[config.mk]
export PLATFORM = sky130hd
export DESIGN_NAME = edge_sequencer
export DESIGN_NICKNAME = d
export VERILOG_FILES = /design/src/rtl/edge_sequencer.sv
export SDC_FILE = /design/constraint.sdc
export NUM_CORES = 2
export LEC_CHECK = 0
export CORE_AREA = 4 4 237 239
export DETAILED_ROUTE_END_ITERATION = 8
export DIE_AREA = 0 0 241 243
export GPL_TIMING_DRIVEN = 0
export PLACE_DENSITY = 0.81
export SKIP_CTS_REPAIR_TIMING = 1
export SLEW_MARGIN = 0
export SYNTH_ARGS = -nofsm -noshare
export SYNTH_HDL_FRONTEND = slang
export SYNTH_SLANG_ARGS = --single-unit
[constraint.sdc]
create_clock -name clk -period 53.3 [get_ports clk]
set_clock_uncertainty 0.05 [all_clocks]
set_input_delay 10.66 -clock clk [delete_from_list [all_inputs] [get_ports clk]]
set_output_delay 10.66 -clock clk [all_outputs]
set_load 0.005 [all_outputs]
[src/rtl/edge_sequencer.sv]
// edge_sequencer: drives one shared edge_function datapath through the four
// edge evaluations of a pixel coverage test (area, w0, w1, w2). It classifies
// the pixel as inside or outside and returns the raw float32 results.
module edge_sequencer #(
  parameter bit          BOTH_WINDINGS  = 1'b0,
  parameter int unsigned TIMEOUT_CYCLES = 32'd1024
) (
  input  logic             clk,
  input  logic             reset_i,
  input  logic             start_i,
  input  logic [1:0][31:0] v0_i,
  input  logic [1:0][31:0] v1_i,
  input  logic [1:0][31:0] v2_i,
  input  logic [1:0][31:0] p_i,
  output logic             ready_o,
  output logic             done_o,
  output logic             inside_o,
  output logic             degenerate_o,
  output logic             error_o,
  output logic [31:0]      area_o,
  output logic [31:0]      w0_o,
  output logic [31:0]      w1_o,
  output logic [31:0]      w2_o,
  output logic [1:0][31:0] ef_a_o,
  output logic [1:0][31:0] ef_b_o,
  output logic [1:0][31:0] ef_c_o,
  output logic             ef_exec_strobe_o,
  input  logic [31:0]      ef_z_i,
  input  logic             ef_done_strobe_i
);

  typedef enum logic [1:0] {
    S_IDLE   = 2'd0,
    S_ISSUE  = 2'd1,
    S_WAIT   = 2'd2,
    S_FINISH = 2'd3
  } state_t;

  typedef struct packed {
    logic [1:0][31:0] a;
    logic [1:0][31:0] b;
    logic [1:0][31:0] c;
  } ef_ops_t;

  // The watchdog is compiled out of the decision when TIMEOUT_CYCLES is 0.
  localparam bit          WD_EN   = (TIMEOUT_CYCLES != 32'd0);
  localparam logic [31:0] WD_LAST = TIMEOUT_CYCLES - 32'd1;

  // Magnitude bits all zero: +0 or -0.
  function automatic logic f32_is_zero(input logic [31:0] x);
    return (x[30:0] == 31'd0);
  endfunction

  // -0 counts as on-edge, so it is both non-negative and non-positive.
  function automatic logic f32_non_neg(input logic [31:0] x);
    return (!x[31]) || f32_is_zero(x);
  endfunction

  function automatic logic f32_non_pos(input logic [31:0] x);
    return x[31] || f32_is_zero(x);
  endfunction

  // Coverage decision from the signs of the area and the three weights.
  function automatic logic coverage(input logic [31:0] area,
                                    input logic [31:0] w0,
                                    input logic [31:0] w1,
                                    input logic [31:0] w2);
    logic ccw;
    logic cw;
    ccw = f32_non_neg(area) && f32_non_neg(w0) && f32_non_neg(w1) && f32_non_neg(w2);
    cw  = BOTH_WINDINGS && area[31] &&
          f32_non_pos(w0) && f32_non_pos(w1) && f32_non_pos(w2);
    return ccw || cw;
  endfunction

  // Operand routing for each evaluation: area, then w0, w1, w2.
  function automatic ef_ops_t op_operands(input logic [1:0]       op,
                                          input logic [1:0][31:0] v0,
                                          input logic [1:0][31:0] v1,
                                          input logic [1:0][31:0] v2,
                                          input logic [1:0][31:0] p);
    ef_ops_t ops;
    case (op)
      2'd0: begin
        ops.a = v0; ops.b = v1; ops.c = v2;
      end
      2'd1: begin
        ops.a = v1; ops.b = v2; ops.c = p;
      end
      2'd2: begin
        ops.a = v2; ops.b = v0; ops.c = p;
      end
      default: begin
        ops.a = v0; ops.b = v1; ops.c = p;
      end
    endcase
    return ops;
  endfunction

  state_t           r_state;
  logic [1:0]       r_op;
  logic [31:0]      r_wdog;
  logic [1:0][31:0] r_v0;
  logic [1:0][31:0] r_v1;
  logic [1:0][31:0] r_v2;
  logic [1:0][31:0] r_p;
  logic             r_ready;
  logic             r_done;
  logic             r_inside;
  logic             r_degenerate;
  logic             r_error;
  logic [31:0]      r_area;
  logic [31:0]      r_w0;
  logic [31:0]      r_w1;
  logic [31:0]      r_w2;
  logic [1:0][31:0] r_ef_a;
  logic [1:0][31:0] r_ef_b;
  logic [1:0][31:0] r_ef_c;
  logic             r_strobe;

  ef_ops_t          w_start_ops;
  ef_ops_t          w_next_ops;
  logic [1:0]       w_next_op;
  logic             w_last_cover;

  // op0 operands come straight from the inputs so they are valid in the
  // first ISSUE cycle; later ops use the latched request.
  assign w_start_ops  = op_operands(2'd0, v0_i, v1_i, v2_i, p_i);
  assign w_next_op    = r_op + 2'd1;
  assign w_next_ops   = op_operands(w_next_op, r_v0, r_v1, r_v2, r_p);
  // w2 is the result arriving now; the decision is still captured in a register.
  assign w_last_cover = coverage(r_area, r_w0, r_w1, ef_z_i);

  // Sequencer FSM: request latch, strobe handshake, watchdog and result capture.
  always_ff @(posedge clk or posedge reset_i) begin
    if (reset_i) begin
      r_state      <= S_IDLE;
      r_op         <= 2'd0;
      r_wdog       <= 32'd0;
      r_v0         <= '0;
      r_v1         <= '0;
      r_v2         <= '0;
      r_p          <= '0;
      r_ready      <= 1'b1;
      r_done       <= 1'b0;
      r_inside     <= 1'b0;
      r_degenerate <= 1'b0;
      r_error      <= 1'b0;
      r_area       <= 32'd0;
      r_w0         <= 32'd0;
      r_w1         <= 32'd0;
      r_w2         <= 32'd0;
      r_ef_a       <= '0;
      r_ef_b       <= '0;
      r_ef_c       <= '0;
      r_strobe     <= 1'b0;
    end else begin
      case (r_state)
        S_IDLE: begin
          r_done <= 1'b0;
          if (start_i) begin
            r_v0         <= v0_i;
            r_v1         <= v1_i;
            r_v2         <= v2_i;
            r_p          <= p_i;
            r_op         <= 2'd0;
            r_inside     <= 1'b0;
            r_degenerate <= 1'b0;
            r_error      <= 1'b0;
            r_area       <= 32'd0;
            r_w0         <= 32'd0;
            r_w1         <= 32'd0;
            r_w2         <= 32'd0;
            r_ready      <= 1'b0;
            r_ef_a       <= w_start_ops.a;
            r_ef_b       <= w_start_ops.b;
            r_ef_c       <= w_start_ops.c;
            r_strobe     <= 1'b1;
            r_state      <= S_ISSUE;
          end else begin
            r_ready <= 1'b1;
          end
        end

        S_ISSUE: begin
          r_strobe <= 1'b0;
          r_wdog   <= 32'd0;
          r_state  <= S_WAIT;
        end

        S_WAIT: begin
          if (ef_done_strobe_i) begin
            case (r_op)
              2'd0:    r_area <= ef_z_i;
              2'd1:    r_w0   <= ef_z_i;
              2'd2:    r_w1   <= ef_z_i;
              default: r_w2   <= ef_z_i;
            endcase
            if ((r_op == 2'd0) && f32_is_zero(ef_z_i)) begin
              // Zero area: weights are meaningless, stop after one op.
              r_degenerate <= 1'b1;
              r_done       <= 1'b1;
              r_state      <= S_FINISH;
            end else if (r_op != 2'd3) begin
              r_op     <= w_next_op;
              r_ef_a   <= w_next_ops.a;
              r_ef_b   <= w_next_ops.b;
              r_ef_c   <= w_next_ops.c;
              r_strobe <= 1'b1;
              r_state  <= S_ISSUE;
            end else begin
              r_inside <= w_last_cover;
              r_done   <= 1'b1;
              r_state  <= S_FINISH;
            end
          end else if (WD_EN && (r_wdog == WD_LAST)) begin
            // Datapath never answered; any late done lands outside WAIT.
            r_error <= 1'b1;
            r_done  <= 1'b1;
            r_state <= S_FINISH;
          end else begin
            r_wdog <= r_wdog + 32'd1;
          end
        end

        S_FINISH: begin
          r_done  <= 1'b0;
          r_ready <= 1'b1;
          r_state <= S_IDLE;
        end

        default: begin
          r_done   <= 1'b0;
          r_strobe <= 1'b0;
          r_ready  <= 1'b1;
          r_state  <= S_IDLE;
        end
      endcase
    end
  end

  assign ready_o          = r_ready;
  assign done_o           = r_done;
  assign inside_o         = r_inside;
  assign degenerate_o     = r_degenerate;
  assign error_o          = r_error;
  assign area_o           = r_area;
  assign w0_o             = r_w0;
  assign w1_o             = r_w1;
  assign w2_o             = r_w2;
  assign ef_a_o           = r_ef_a;
  assign ef_b_o           = r_ef_b;
  assign ef_c_o           = r_ef_c;
  assign ef_exec_strobe_o = r_strobe;

endmodule

==> reports/metrics.yaml <==
synth:
  synth_edf_count: 0
  synth_top_family_by_area: "compound AO/OA/AOI/OAI gates"
  synth-seq-cells: 618
  ys_top_cells_by_area: "dfrtp_1 56%, mux2_2 10%, a221oi_1 6.1%"
  async_flop_share: 1.00
  synth_cell_types: 52
  netlist.area_leader.share: 0.557
  yosys.area.top_type: "dfrtp_1"
  synthesis.nets: 2947
  syn_area_mm2: 0.0277
  synthMuxAreaShare: 0.106
  synth-xor-area-share: 0.00347
  synth_compound_area_frac: 0.174
  synthSimpleGateAreaFrac: 0.0976
  netlist_instances: 2644
  synthAdderAreaFrac: 0.00496
  synth_area_per_cell_um2: 10.5
  yosysWarnings: 0
  seq_area_frac_synth: 0.558
  ys.flop_type: "dfrtp_1"
sta:
  slew_violations: 0
  hold_ws_ns: 0.422
  finalSetupViolations: 0
  postLayoutSetupSlackWorst_ns: 39.98
  tns_ns: 0
  layout_worst_path_cycle_share: 0.250
  max_freq_mhz: 75.1
  worst_slew_pin_slew_ns: 1.26
  finalHoldViolCount: 0
  rsz0062_at_grt: "false"
  timing.max_slew.rel_slack: 0.162
  min_period_ns: 13.32
routing:
  viasPerCell: 6.22
  wl_met2_um: 50000
  num_vias: 25500
  wl_met3_um: 11600
  maxUsedRoutingLayer: "met5"
  wl_met1_um: 39900
  ant_nets: 0
  dr.pass1.iters: 6
  wirelength_um: 109000
  wl_per_cell_um: 26.6
  drc: 0
  drt_iter0_drc: 2748
outcome:
  outcome: "completed"
cts:
  clk_latency_ns: 0.60
  cts-buffers-inserted: 67
  cts_tree: "done"
  clk_pin_slew_ns: 0.06
  cts_root_buf: "clkbuf_16"
  htreeDepth: 3
  clock-sinks: 618
  clk_path_buf_depth: 3
die:
  die_y_um: 243
  io_pins: 618
  start_util: 0.516
  rows: 85
  die_w_um: 241
  core_area_mm2: 0.0538
  dieArea_mm2: 0.0586
power:
  p_leak_uw: 0.0164
  vdd.ir_drop.worst_mv: 0.0367
  comb_power_share: 0.448
  p_int_uw: 1520
  swShare: 0.390
  power_density_mw_per_mm2: 66.8
  pwr-share-seq: 0.359
  clockPowerShare: 0.193
  p_switching_uw: 972
place:
  portBuffers: 617
  gp_congestion: 0.961
  dp_hpwl_um: 82100
  place_ws_ns: 39.52
  dpl_cell_area_mm2: 0.0349
grt:
  antenna_found_initial: 27
  grt_pass1_wl_um: 161000
  gr-total-overflow: 0
  grt_max_degree: 124
  grt_pass1_vias: 25600
  grt_usage: 0.362
critical_path:
  worstPathRequired_ns: 53.68
  cp_max_fo: 10
  arrival_ns: 13.70
  cp-start-kind: "primary input"
  critPathKind: "in2reg"
  end_kind: "register"
hold_path:
  hold_path_class: "reg2reg"
cells_and_area:
  mostFrequentLayoutCells: "617 x dfrtp_1, 617 x clkdlybuf4s50_1, 341 x nor2_1, 257 x mux2_2, 203 x inv_1"
  final_nets: 3638
  drive_above_1_share: 0.124
  final_area_mm2: 0.0373
  area_delta_synth_final_pct: 34.3
  fillers: 3949
job:
  cap_violations: 0
sequential cells by signal, indices dropped and copies added, names as in the netlist, 64 cells and up:
| name | flops |
|---|---|
| ef_c_o | 64 |
| r_p | 64 |
| r_v2 | 64 |
| ef_b_o | 64 |
| ef_a_o | 64 |
| r_v0 | 64 |
| r_v1 | 64 |
stage by stage:
step / utilization / std cells / power [uW]
floorplan: - / 2644 / 1420
detailed placement: 0.649 / 3962 / 1980
finish: 0.692 / 4101 / 2490
CTS: 0.691 / 4076 / 2470
global route: 0.692 / 4095 / 2620
global placement: 0.646 / 3957 / 1940
power by group through the flow:
stage	Clock, uW	Combinational (uW)	Sequential (uW)
global placement	0	1060	879
detailed placement	0	1090	887
CTS	484	1100	883
finish	482	1110	893
floorplan	0	588	830
global route	504	1200	910
critical path: stages:
cell and delay [ns]:
clkdlybuf4s50_1 0.54, nor4_1 0.34, nand4_1 0.33, nor3_2 0.46, nor2_1 0.17, clkbuf_1 0.40, buf_2 0.34, a221oi_1 0.46
cells in the mapped netlist (4+ instances only):
master    count
buf_2        39
or4_1         8
nor4_1       33
nand4_1      16
ha_1         11
nand2_1     181
and4_1        4
a21oi_1     148
a22oi_1     192
xor2_1       11
nor2_1      341
a221oi_1    192
inv_1       204
buf_1        11
o31ai_1      12
clkbuf_1    144
o211ai_1      4
nor3_1        6
nand3_1      20
or3_1         8
o21ai_1       5
dfrtp_1     617
mux2_2      257
and3_1        4
o21ai_0     142
layout make-up:
type | count | area, um^2 | area share
clock inverters | 16 | 214 | 0.00574
repair buffers | 622 | 6310 | 0.169
multi-input cells | 1623 | 10700 | 0.287
diodes | 25 | 62.6 | 0.00168
inverters | 205 | 777 | 0.0209
plain buffers | 198 | 815 | 0.0219
clock buffers | 98 | 2050 | 0.0550
flip-flops and latches | 618 | 15500 | 0.415
well taps | 696 | 871 | 0.0234
logic make-up (layout without fill, tap and decap cells):
kind of cell	count (synthesis)	in the layout
AO/OA/AOI/OAI	704	704
XOR/XNOR	11	11
adder cells (fa/ha/maj)	11	11
buffers and inverters	403	1139
flip-flops	618	618
multiplexers	260	260
other	0	25
AND/OR/NAND/NOR	637	637
layer usage:
layer,vias to the layer above,GRT usage
li1,10900,-
met2,1594,0.559
met4,10,0.217
met3,409,0.109
met1,12700,0.449
met5,-,0
final timing paths:
| kind | start | end | slack (ns) | cells after the start |
|---|---|---|---|---|
| setup / recovery | ef_z_i[29] | ef_b_o[42] | 39.98 | 8 |
| hold / removal | ready_o | ready_o | 0.42 | 2 |
| setup reg to reg | r_op[0] | ef_b_o[42] | 49.91 | 8 |
| hold reg to reg | ready_o | ready_o | 0.42 | 2 |
| max in group asynchronous | reset_i | ef_a_o[62] | 40.74 | 5 |
| min in group asynchronous | reset_i | ef_c_o[23] | 10.45 | 2 |
(Power assumes the default switching activity.)
